File: src/rtl/imem_port_arbiter_if.sv
// Bundle of debugger, fetch and SRAM signals around the instruction-memory port arbiter.
// slave = arbiter side, master = surrounding debugger/fetch/SRAM environment.
interface imem_port_arbiter_if #(
  parameter int MEM_SIZE  = 16384,
  parameter int ADDR_SIZE = 40
);
  localparam int ADDR_W = $clog2(MEM_SIZE / 4);

  logic                 dbg_halt_i;
  logic                 dbg_halted_o;
  logic                 dbg_wr_valid_i;
  logic                 dbg_wr_ready_o;
  logic [ADDR_W-1:0]    dbg_addr_i;
  logic [31:0]          dbg_data_i;

  logic                 fetch_req_valid_i;
  logic                 fetch_req_ready_o;
  logic [ADDR_SIZE-1:0] fetch_req_addr_i;
  logic                 fetch_kill_i;
  logic                 fetch_resp_valid_o;
  logic [31:0]          fetch_resp_data_o;
  logic                 fetch_resp_xcpt_o;

  logic                 mem_en_o;
  logic                 mem_we_o;
  logic [ADDR_W-1:0]    mem_addr_o;
  logic [31:0]          mem_wdata_o;
  logic [31:0]          mem_rdata_i;

  modport slave (
    input  dbg_halt_i, dbg_wr_valid_i, dbg_addr_i, dbg_data_i,
    input  fetch_req_valid_i, fetch_req_addr_i, fetch_kill_i,
    input  mem_rdata_i,
    output dbg_halted_o, dbg_wr_ready_o,
    output fetch_req_ready_o, fetch_resp_valid_o, fetch_resp_data_o, fetch_resp_xcpt_o,
    output mem_en_o, mem_we_o, mem_addr_o, mem_wdata_o
  );

  modport master (
    output dbg_halt_i, dbg_wr_valid_i, dbg_addr_i, dbg_data_i,
    output fetch_req_valid_i, fetch_req_addr_i, fetch_kill_i,
    output mem_rdata_i,
    input  dbg_halted_o, dbg_wr_ready_o,
    input  fetch_req_ready_o, fetch_resp_valid_o, fetch_resp_data_o, fetch_resp_xcpt_o,
    input  mem_en_o, mem_we_o, mem_addr_o, mem_wdata_o
  );
endinterface

File: src/rtl/imem_port_arbiter.sv
// Shares a 1-cycle single-port instruction SRAM between debugger writes and fetch reads, with halt/drain.
// Fetch response exactly 1 cycle after grant, no response backpressure; debugger burst is bounded so fetch progresses.
module imem_port_arbiter #(
  parameter int MEM_SIZE      = 16384,
  parameter int ADDR_SIZE     = 40,
  parameter int MAX_DBG_BURST = 8
) (
  input logic               clk_i,
  input logic               rstn_i,
  imem_port_arbiter_if.slave bus
);
  localparam int ADDR_W = $clog2(MEM_SIZE / 4);
  localparam int CNT_W  = $clog2(MAX_DBG_BURST + 1);
  localparam logic [CNT_W-1:0] BURST_MAX = CNT_W'(MAX_DBG_BURST);

  typedef enum logic [1:0] {
    ST_RUN    = 2'd0,
    ST_DRAIN  = 2'd1,
    ST_HALTED = 2'd2
  } state_e;

  state_e             state_q, state_d;
  logic [CNT_W-1:0]   burst_cnt_q, burst_cnt_d;
  logic               pend_rd_q, pend_rd_d;
  logic               pend_xcpt_q, pend_xcpt_d;
  logic               halted_q, halted_d;

  logic               fetch_ok;
  logic               fetch_fault;
  logic               dbg_gnt;
  logic               fetch_gnt;
  logic [ADDR_SIZE-1:0] fetch_addr;

  // Grants are gated by the reset pin itself so nothing reaches the SRAM while reset is held.
  always_comb begin
    fetch_addr  = bus.fetch_req_addr_i;
    fetch_fault = ((fetch_addr >> (ADDR_W + 2)) != '0) || (fetch_addr[1:0] != 2'b00);
    fetch_ok    = rstn_i && (state_q == ST_RUN) && !bus.dbg_halt_i &&
                  bus.fetch_req_valid_i && !bus.fetch_kill_i;
    dbg_gnt     = rstn_i && bus.dbg_wr_valid_i && (!fetch_ok || (burst_cnt_q < BURST_MAX));
    fetch_gnt   = fetch_ok && !dbg_gnt;
  end

  always_comb begin
    bus.mem_en_o    = 1'b0;
    bus.mem_we_o    = 1'b0;
    bus.mem_addr_o  = '0;
    bus.mem_wdata_o = '0;
    if (dbg_gnt) begin
      bus.mem_en_o    = 1'b1;
      bus.mem_we_o    = 1'b1;
      bus.mem_addr_o  = bus.dbg_addr_i;
      bus.mem_wdata_o = bus.dbg_data_i;
    end else if (fetch_gnt && !fetch_fault) begin
      bus.mem_en_o   = 1'b1;
      bus.mem_addr_o = fetch_addr[ADDR_W+1:2];
    end
  end

  always_comb begin
    state_d = state_q;
    unique case (state_q)
      ST_RUN: begin
        if (bus.dbg_halt_i) state_d = ST_DRAIN;
      end
      ST_DRAIN: begin
        if (!bus.dbg_halt_i)  state_d = ST_RUN;
        else if (!pend_rd_q)  state_d = ST_HALTED;
      end
      ST_HALTED: begin
        if (!bus.dbg_halt_i) state_d = ST_RUN;
      end
      default: state_d = ST_RUN;
    endcase

    // Only consecutive debugger wins against a waiting fetch count towards the burst limit.
    burst_cnt_d = '0;
    if (dbg_gnt && fetch_ok) begin
      burst_cnt_d = (burst_cnt_q == BURST_MAX) ? BURST_MAX : burst_cnt_q + CNT_W'(1);
    end

    pend_rd_d   = fetch_gnt && !fetch_fault;
    pend_xcpt_d = fetch_gnt && fetch_fault;
    halted_d    = (state_d == ST_HALTED);
  end

  always_ff @(posedge clk_i or negedge rstn_i) begin
    if (!rstn_i) begin
      state_q     <= ST_RUN;
      burst_cnt_q <= '0;
      pend_rd_q   <= 1'b0;
      pend_xcpt_q <= 1'b0;
      halted_q    <= 1'b0;
    end else begin
      state_q     <= state_d;
      burst_cnt_q <= burst_cnt_d;
      pend_rd_q   <= pend_rd_d;
      pend_xcpt_q <= pend_xcpt_d;
      halted_q    <= halted_d;
    end
  end

  assign bus.dbg_wr_ready_o     = dbg_gnt;
  assign bus.fetch_req_ready_o  = fetch_gnt;
  assign bus.dbg_halted_o       = halted_q;
  assign bus.fetch_resp_valid_o = (pend_rd_q || pend_xcpt_q) && !bus.fetch_kill_i;
  assign bus.fetch_resp_data_o  = pend_rd_q ? bus.mem_rdata_i : 32'h0;
  assign bus.fetch_resp_xcpt_o  = pend_xcpt_q;

endmodule

File: src/flat_wrapper.sv
// flat-port wrapper written by rule: the top's interface ports become plain ports
module imem_port_arbiter_flat 
#(
  parameter int MEM_SIZE      = 16384,
  parameter int ADDR_SIZE     = 40,
  parameter int MAX_DBG_BURST = 8
)
  (clk_i, rstn_i, bus_dbg_halt_i, bus_dbg_wr_valid_i, bus_dbg_addr_i, bus_dbg_data_i, bus_fetch_req_valid_i, bus_fetch_req_addr_i, bus_fetch_kill_i, bus_mem_rdata_i, bus_dbg_halted_o, bus_dbg_wr_ready_o, bus_fetch_req_ready_o, bus_fetch_resp_valid_o, bus_fetch_resp_data_o, bus_fetch_resp_xcpt_o, bus_mem_en_o, bus_mem_we_o, bus_mem_addr_o, bus_mem_wdata_o);
  imem_port_arbiter_if #(.MEM_SIZE(MEM_SIZE), .ADDR_SIZE(ADDR_SIZE)) bus_i ();
  input logic clk_i;
  input logic rstn_i;
  input wire logic [$bits(bus_i.dbg_halt_i)-1:0] bus_dbg_halt_i;
  input wire logic [$bits(bus_i.dbg_wr_valid_i)-1:0] bus_dbg_wr_valid_i;
  input wire logic [$bits(bus_i.dbg_addr_i)-1:0] bus_dbg_addr_i;
  input wire logic [$bits(bus_i.dbg_data_i)-1:0] bus_dbg_data_i;
  input wire logic [$bits(bus_i.fetch_req_valid_i)-1:0] bus_fetch_req_valid_i;
  input wire logic [$bits(bus_i.fetch_req_addr_i)-1:0] bus_fetch_req_addr_i;
  input wire logic [$bits(bus_i.fetch_kill_i)-1:0] bus_fetch_kill_i;
  input wire logic [$bits(bus_i.mem_rdata_i)-1:0] bus_mem_rdata_i;
  output wire logic [$bits(bus_i.dbg_halted_o)-1:0] bus_dbg_halted_o;
  output wire logic [$bits(bus_i.dbg_wr_ready_o)-1:0] bus_dbg_wr_ready_o;
  output wire logic [$bits(bus_i.fetch_req_ready_o)-1:0] bus_fetch_req_ready_o;
  output wire logic [$bits(bus_i.fetch_resp_valid_o)-1:0] bus_fetch_resp_valid_o;
  output wire logic [$bits(bus_i.fetch_resp_data_o)-1:0] bus_fetch_resp_data_o;
  output wire logic [$bits(bus_i.fetch_resp_xcpt_o)-1:0] bus_fetch_resp_xcpt_o;
  output wire logic [$bits(bus_i.mem_en_o)-1:0] bus_mem_en_o;
  output wire logic [$bits(bus_i.mem_we_o)-1:0] bus_mem_we_o;
  output wire logic [$bits(bus_i.mem_addr_o)-1:0] bus_mem_addr_o;
  output wire logic [$bits(bus_i.mem_wdata_o)-1:0] bus_mem_wdata_o;
  assign bus_i.dbg_halt_i = bus_dbg_halt_i;
  assign bus_i.dbg_wr_valid_i = bus_dbg_wr_valid_i;
  assign bus_i.dbg_addr_i = bus_dbg_addr_i;
  assign bus_i.dbg_data_i = bus_dbg_data_i;
  assign bus_i.fetch_req_valid_i = bus_fetch_req_valid_i;
  assign bus_i.fetch_req_addr_i = bus_fetch_req_addr_i;
  assign bus_i.fetch_kill_i = bus_fetch_kill_i;
  assign bus_i.mem_rdata_i = bus_mem_rdata_i;
  assign bus_dbg_halted_o = bus_i.dbg_halted_o;
  assign bus_dbg_wr_ready_o = bus_i.dbg_wr_ready_o;
  assign bus_fetch_req_ready_o = bus_i.fetch_req_ready_o;
  assign bus_fetch_resp_valid_o = bus_i.fetch_resp_valid_o;
  assign bus_fetch_resp_data_o = bus_i.fetch_resp_data_o;
  assign bus_fetch_resp_xcpt_o = bus_i.fetch_resp_xcpt_o;
  assign bus_mem_en_o = bus_i.mem_en_o;
  assign bus_mem_we_o = bus_i.mem_we_o;
  assign bus_mem_addr_o = bus_i.mem_addr_o;
  assign bus_mem_wdata_o = bus_i.mem_wdata_o;
  imem_port_arbiter #(.MEM_SIZE(MEM_SIZE), .ADDR_SIZE(ADDR_SIZE), .MAX_DBG_BURST(MAX_DBG_BURST)) u_core (.clk_i(clk_i), .rstn_i(rstn_i), .bus(bus_i));
endmodule
File: config.mk
export PLATFORM = sky130hd
export DESIGN_NAME = imem_port_arbiter_flat
export DESIGN_NICKNAME = d
export VERILOG_FILES = /design/src/rtl/imem_port_arbiter_if.sv /design/src/rtl/imem_port_arbiter.sv /design/src/flat_wrapper.sv
export SDC_FILE = /design/constraint.sdc
export NUM_CORES = 1
export LEC_CHECK = 0
export CAP_MARGIN = 20
export CORE_MARGIN = 3
export CORE_UTILIZATION = 18
export CTS_CLUSTER_DIAMETER = 80
export DETAILED_ROUTE_END_ITERATION = 16
export GPL_ROUTABILITY_DRIVEN = 0
export PLACE_DENSITY = 0.79
export SLEW_MARGIN = 15
export SYNTH_ARGS = -nofsm -noshare
export SYNTH_HDL_FRONTEND = slang
export SYNTH_SLANG_ARGS = --single-unit
File: constraint.sdc
create_clock -name clk_i -period 2.02 [get_ports clk_i]
set_clock_uncertainty 0.05 [all_clocks]
set_input_delay 0.404 -clock clk_i [delete_from_list [all_inputs] [get_ports clk_i]]
set_output_delay 0.404 -clock clk_i [all_outputs]
set_load 0.02 [all_outputs]
==> metrics.md, run 1 <==
| Metric | Value |
|---|---|
| Status | `complete, but fails checks` |
| Failing checks | `setup timing` |
| Cells after Synth | `about 140` |
| Synth cell count leaders | `and2_1, a22o_2, dfrtp_1, nor2_1` |
| Seq/Total Area, Yosys | `0.214` |
| Antenna diodes | `0` |
| Die Width | `82.5 microns` |
| CP endpoint kind | `output pin` |
| Vias in the first global route | `1998` |
| Clock buffer depth | `2` |
| Critical path launch point | `bus_fetch_req_addr_i[16]` |
| Syn_area_per_cell | `~7.8 sq um` |
| Ys Warns | `0` |
| I/O pins | `205` |
| Seq cells post-synth | `9` |
| Asr flop ratio synth | `1.00` |
| Number of synthesized flops with an enable pin | `0` |
| Post-Route Setup TNS | `-18080 ps` |
| Clock latency on the worst-skew pair | `230 ps` |
| Row count | `27` |
| WS Path Type | `input port to output pin` |
| Startpoint class of the critical path | `input port` |
| Worst-Margin Slew | `325 ps` |
| VDD IR-drop max | `0.213 mV` |
| DRT iter0 DRCs | `31` |
| Hold Vio Cnt, Final | `0` |
| F_max | `0.390 GHz` |
| Netlist Area Pre-Place | `0.00105 sq mm` |
| Critical path peak fanout | `6` |
| CP Cell Sequence | `clkdlybuf4s50_1 -> nor4_2 -> nand4_1 -> nor3_4 -> buf_6 -> a22o_1 -> buf_6` |
| Pwr dens | `254 mW/mm^2` |
| Port Buffers | `between 200 and 250` |
| Finished Layout Cells | `436` |
| WP data required | `1570 ps` |
| Root buf cell | `clkbuf_8` |
| Crit path arrival time | `2110 ps` |
| Max-slew violation count | `0` |
| Placed cells | `417` |
| FF-to-FF Start | `u_core.state_q[1]` |
| Pleak | `2.04 nW` |
| Fin crit share | `1.27` |
| NumNets Final | `489` |
| Highest metal used | `met4` |
| DRT Pass-1 Iters | `3` |
| Die Height | `82.5 microns` |
| Largest net degree at the start of global routing | `35` |
| Clock Sinks | `9` |
| Vias per cell | `4.40` |
| Most frequent cell after synthesis | `and2_1` |
| Dpl hpwl | `5730 microns` |
| Area contributors post-synth | `and2_1, dfrtp_1, a22o_2` |
| Hold WS | `60.3 ps` |
| Min-delay worst type | `input port to async pin` |
| Congestion Overflow GR | `0` |
| Max-Cap Viols | `0` |
| Post-route design area | `0.00383 sq mm` |
| Drt drc | `0` |
| First-pass GRT wire length | `~9600 microns` |
| Layout cells sized above 1 | `0.365` |
| Ys flop type | `dfrtp_1` |
| Placed Area | `0.00329 sq mm` |
| Syn_nets | `259` |
| Critical Path Slowest Stage Cell | `clkdlybuf4s50_1` |
| RSZ-0062 raised after global routing | `true` |
| Relative slew margins | `0.783` |
| Largest area contributor in the netlist | `and2_1` |
| Antenna violations before repair | `0` |
| Final setup margin | `-546 ps` |
| Vias | `1918` |
| WP buf/inv | `3` |
| Die area | `0.00681 sq mm` |
| Share of the synthesized area in the top cell type | `0.380` |
| Avg WL per Cell | `17.2 microns` |
| Clock-pin slew on the worst setup and hold paths | `40 ps` |
| Final setup violation count | `48` |
| Worst slack at placement | `-1130 ps` |
| Initial core utilization | `0.189` |
| CTS tree | `done` |
| Routed wl met3 | `961 microns` |
| Hold buffer count at CTS | `0` |
| Critical path's most frequent cell | `buf_6` |
| Detail Route Antenna Nets | `0` |
| Slowest stage delay, CP | `approximately 420 ps` |
| Yosys cell types | `27` |
| Tmin final | `2570 ps` |
| Inserted Clock Buffers | `3` |
| Total routing usage reported by global routing | `0.188` |
| Metal2 WL | `approximately 4000 microns` |
| Core area | `approximately 0.0056 sq mm` |
| H-tree levels | `1` |
| Total wire length | `7490 microns` |
| Pwr Total | `0.973 mW` |
| Area grow syn2layout | `264%` |
| M1 wire length | `roughly 2400 microns` |
| Delay-heaviest family, CP | `simple AND/OR/NAND/NOR gates` |
| Fin util | `0.688` |
[registers in the layout, indices dropped and copies added (netlist names)]
signal and cells:
u_core.state_q 2, u_core.pend_rd_q 1, u_core.bus.dbg_halted_o 1, u_core.burst_cnt_q 4, u_core.bus.fetch_resp_xcpt_o 1
[area by class of cell]
cell class / count / area [sq um]
Tap cell: 72 / 90.1
Inverter: 3 / 11.3
Timing Repair Buffer: 234 / 2500
Fill cell: 431 / 1740
Multi-Input combinational cell: 114 / 966
Sequential cell: 9 / 225
Clock buffer: 4 / 45.0
[where the power goes]
group / internal, mW / switching, mW / leakage, nW
clock network: 0.137 / 0.0673 / 0.0228
registers: 0.188 / 0.00383 / 0.123
logic: 0.390 / 0.186 / 1.90
total: 0.715 / 0.257 / 2.04
[routing by layer]
layer / vias up / track usage
met5: - / 0
met4: 0 / 0.0556
met3: 12 / 0.0640
met2: 140 / 0.365
met1: 857 / 0.185
li1: 909 / -
[layout by cell type (no fill, tap or decap), types with 2 or more instances in the layout]
master	n
nand3_1	2
clkbuf_8	3
o21a_1	2
buf_6	55
nor2_1	8
nor2b_1	2
dlymetal6s2s_1	17
buf_4	15
and2_1	32
buf_16	4
nor4_1	3
a22o_1	2
a22o_4	9
dlygate4sd2_1	24
nor3_4	2
clkdlybuf4s50_1	113
nor4_2	4
ha_1	2
inv_1	3
nand2_1	2
dfrtp_1	9
and2_4	32
buf_12	3
[logic make-up (layout without fill, tap and decap cells)]
kind of cell	Yosys count	in the layout	share of synthesized area
AOI/OAI and AO/OA	15	15	0.134
buffers and inverters	12	241	0.0534
and+or+nand+nor	96	96	0.567
adders and majority gates	2	2	0.0237
DFF	9	9	0.214
xor gates and xnor gates	1	1	0.00832
[repair_timing]
item                                    in CTS  in global routing
pin swaps                                   12                 39
gates resized for setup                    349                 49
endpoints found under the setup margin      71                 59
gates cloned                                 7                  0
buffers inserted                             9                  3
[final timing paths]
path	endpoint	slack, ps	cells past startpoint
setup / recovery	bus_mem_addr_o[0]	-550	7
hold / removal	u_core.bus.dbg_halted_o	60	2
setup reg to reg	u_core.pend_rd_q	370	4
hold reg to reg	u_core.burst_cnt_q[0]	440	1
max in group asynchronous	u_core.burst_cnt_q[1]	1750	2
min in group clk_i	u_core.burst_cnt_q[0]	440	1
(Power assumes the default switching activity.)
==> run 2, diff against run 1 <==
--- a/config.mk
+++ b/config.mk
@@ -6,7 +6,7 @@
 export NUM_CORES = 1
 export LEC_CHECK = 0
 export CAP_MARGIN = 20
-export CORE_MARGIN = 3
+export CORE_MARGIN = 4
 export CORE_UTILIZATION = 18
 export CTS_CLUSTER_DIAMETER = 80
 export DETAILED_ROUTE_END_ITERATION = 16
==> metrics.md, run 2 (same netlist as run 1, synthesis figures left out) <==
| Metric | Value |
|---|---|
| Clock buffer depth | `2` |
| Critical Path Slowest Stage Cell | `clkdlybuf4s50_1` |
| CTS tree | `done` |
| Pleak | `2.15 nW` |
| Largest Register | `u_core.burst_cnt_q` |
| Final setup violation count | `48` |
| Core area | `0.00561 sq mm` |
| DRT iter0 DRCs | `19` |
| Tmin final | `2450 ps` |
| Row count | `27` |
| Die area | `roughly 0.0071 sq mm` |
| Placed cells | `around 420` |
| Total routing usage reported by global routing | `0.185` |
| Largest net degree at the start of global routing | `25` |
| Largest regs | `u_core.burst_cnt_q: 4 flops, u_core.state_q: 2 flops` |
| NumNets Final | `496` |
| Min-delay worst type | `input port to async pin` |
| Startpoint class of the critical path | `input port` |
| Crit path arrival time | `2000 ps` |
| Final setup margin | `-432 ps` |
| Hold buffer count at CTS | `0` |
| Total wire length | `7850 microns` |
| Clock latency on the worst-skew pair | `230 ps` |
| Slowest stage delay, CP | `450 ps` |
| H-tree levels | `1` |
| RSZ-0062 raised after global routing | `true` |
| Vias | `1927` |
| Dpl hpwl | `6020 microns` |
| Clock-pin slew on the worst setup and hold paths | `roughly 40 ps` |
| I/O pins | `205` |
| Layout fillers | `450` |
| WP data required | `1570 ps` |
| Max-slew violation count | `0` |
| Die Height | `~85 microns` |
| Avg WL per Cell | `about 18 microns` |
| Antenna diodes | `0` |
| Vias per cell | `about 4.3` |
| Relative slew margins | `0.817` |
| DRT Pass-1 Iters | `4` |
| Fin util | `0.701` |
| WS Path Type | `input port to output pin` |
| VDD IR-drop max | `0.192 mV` |
| Drt drc | `0` |
| Layout cells sized above 1 | `0.377` |
| Antenna violations before repair | `0` |
| Fin crit share | `1.21` |
| Root buf cell | `clkbuf_8` |
| Initial core utilization | `0.188` |
| Inserted Clock Buffers | `3` |
| CP Cell Sequence | `clkdlybuf4s50_1 -> nor4_2 -> nand3_2 -> nor3_4 -> buf_6 -> a22o_1 -> buf_6` |
| Commonest cells after routing, fill and taps aside | `clkdlybuf4s50_1, buf_6, and2_1` |
| Critical path peak fanout | `7` |
| Area grow syn2layout | `273%` |
| Port Buffers | `204` |
| Critical path's most frequent cell | `buf_6` |
| Failing checks | `setup timing` |
| Pwr dens | `252 mW/mm^2` |
| Status | `complete, but fails checks` |
| Max FFs per register | `4` |
| Congestion Overflow GR | `0` |
| Clock Sinks | `9` |
| Worst-Margin Slew | `275 ps` |
| Vias in the first global route | `roughly 2.0k` |
| FF-to-FF path depth | `5` |
| Detail Route Antenna Nets | `0` |
| Finished Layout Cells | `about 440` |
| Hold Vio Cnt, Final | `0` |
| Most common cell after layout, fill and taps aside | `clkdlybuf4s50_1` |
| Max-Cap Viols | `0` |
| F_max | `0.408 GHz` |
| CP endpoint kind | `output pin` |
| First-pass GRT wire length | `between 10000 and 15000 microns` |
| Die Width | `84.5 microns` |
| Hold WS | `100 ps` |
==> run 2: path summary, 6_finish.rpt <==
check	from	to	slack (ps)
worst max-delay path	bus_fetch_req_addr_i[39]	bus_mem_addr_o[11]	-430
worst min-delay path	rstn_i	u_core.burst_cnt_q[3]	100
worst max register to register	u_core.state_q[1]	u_core.pend_rd_q	300
worst min register to register	u_core.burst_cnt_q[0]	u_core.burst_cnt_q[0]	460
max in group asynchronous	rstn_i	u_core.bus.dbg_halted_o	1710
min in group clk_i	u_core.burst_cnt_q[0]	u_core.burst_cnt_q[0]	460
==> run 2: area by class of cell <==
type                    count  area, sq um  area share
repair buffers            241         2590       0.659
multi-input cells         114          967       0.246
flip-flops and latches      9          225      0.0573
well taps                  72         90.1      0.0229
clock buffers               4         45.0      0.0115
inverters                   3         11.3     0.00287
==> run 2: critical path, delay by kind of cell <==
kind | cells | cell delay [ps]
AO/OA/AOI/OAI | 1 | 170
buffers and inverters | 3 | 750
AND/OR/NAND/NOR | 3 | 680
==> run 2: metal layers <==
| layer | vias up | GRT usage | part of all wire |
|---|---|---|---|
| met1 | 860 | 0.186 | 0.34 |
| met2 | 129 | 0.352 | 0.54 |
| met4 | 0 | 0.0417 | 0.018 |
| met3 | 12 | 0.0746 | 0.10 |
| li1 | 926 | - | - |
| met5 | - | 0 | 0 |
==> run 2: timing repair <==
action,CTS,global route
pin swaps,6,28
buffers inserted,6,9
endpoints found under the setup margin,72,56
gates resized for setup,204,189
cloned,4,3
==> run 2: where the power goes <==
group	total [mW]	switching [mW]	internal [mW]
clock	0.208	0.0706	0.137
combinational	0.589	0.190	0.398
sequential	0.193	0.00447	0.188
==> run 2: per-stage QoR <==
| step | area (sq um) | setup slack (ps) | setup TNS (ps) | total power [mW] |
|---|---|---|---|---|
| after detailed placement | 3290 | -1120 | -43490 | 0.662 |
| after CTS | 3530 | -556 | -19430 | 0.907 |
| after global routing | 3930 | -569 | -20600 | 1.04 |
| after floorplan | 1050 | -57.3 | -573 | 0.311 |
| final | 3930 | -432 | -16790 | 0.990 |
| after global placement | 3290 | -1060 | -42490 | 0.654 |
==> run 3, diff against run 2 <==
--- a/config.mk
+++ b/config.mk
@@ -5,7 +5,6 @@
 export SDC_FILE = /design/constraint.sdc
 export NUM_CORES = 1
 export LEC_CHECK = 0
-export CAP_MARGIN = 20
 export CORE_MARGIN = 4
 export CORE_UTILIZATION = 18
 export CTS_CLUSTER_DIAMETER = 80
==> results of run 3 <==
Same layout as run 2: the final DEF is identical, and so are final timing and power.
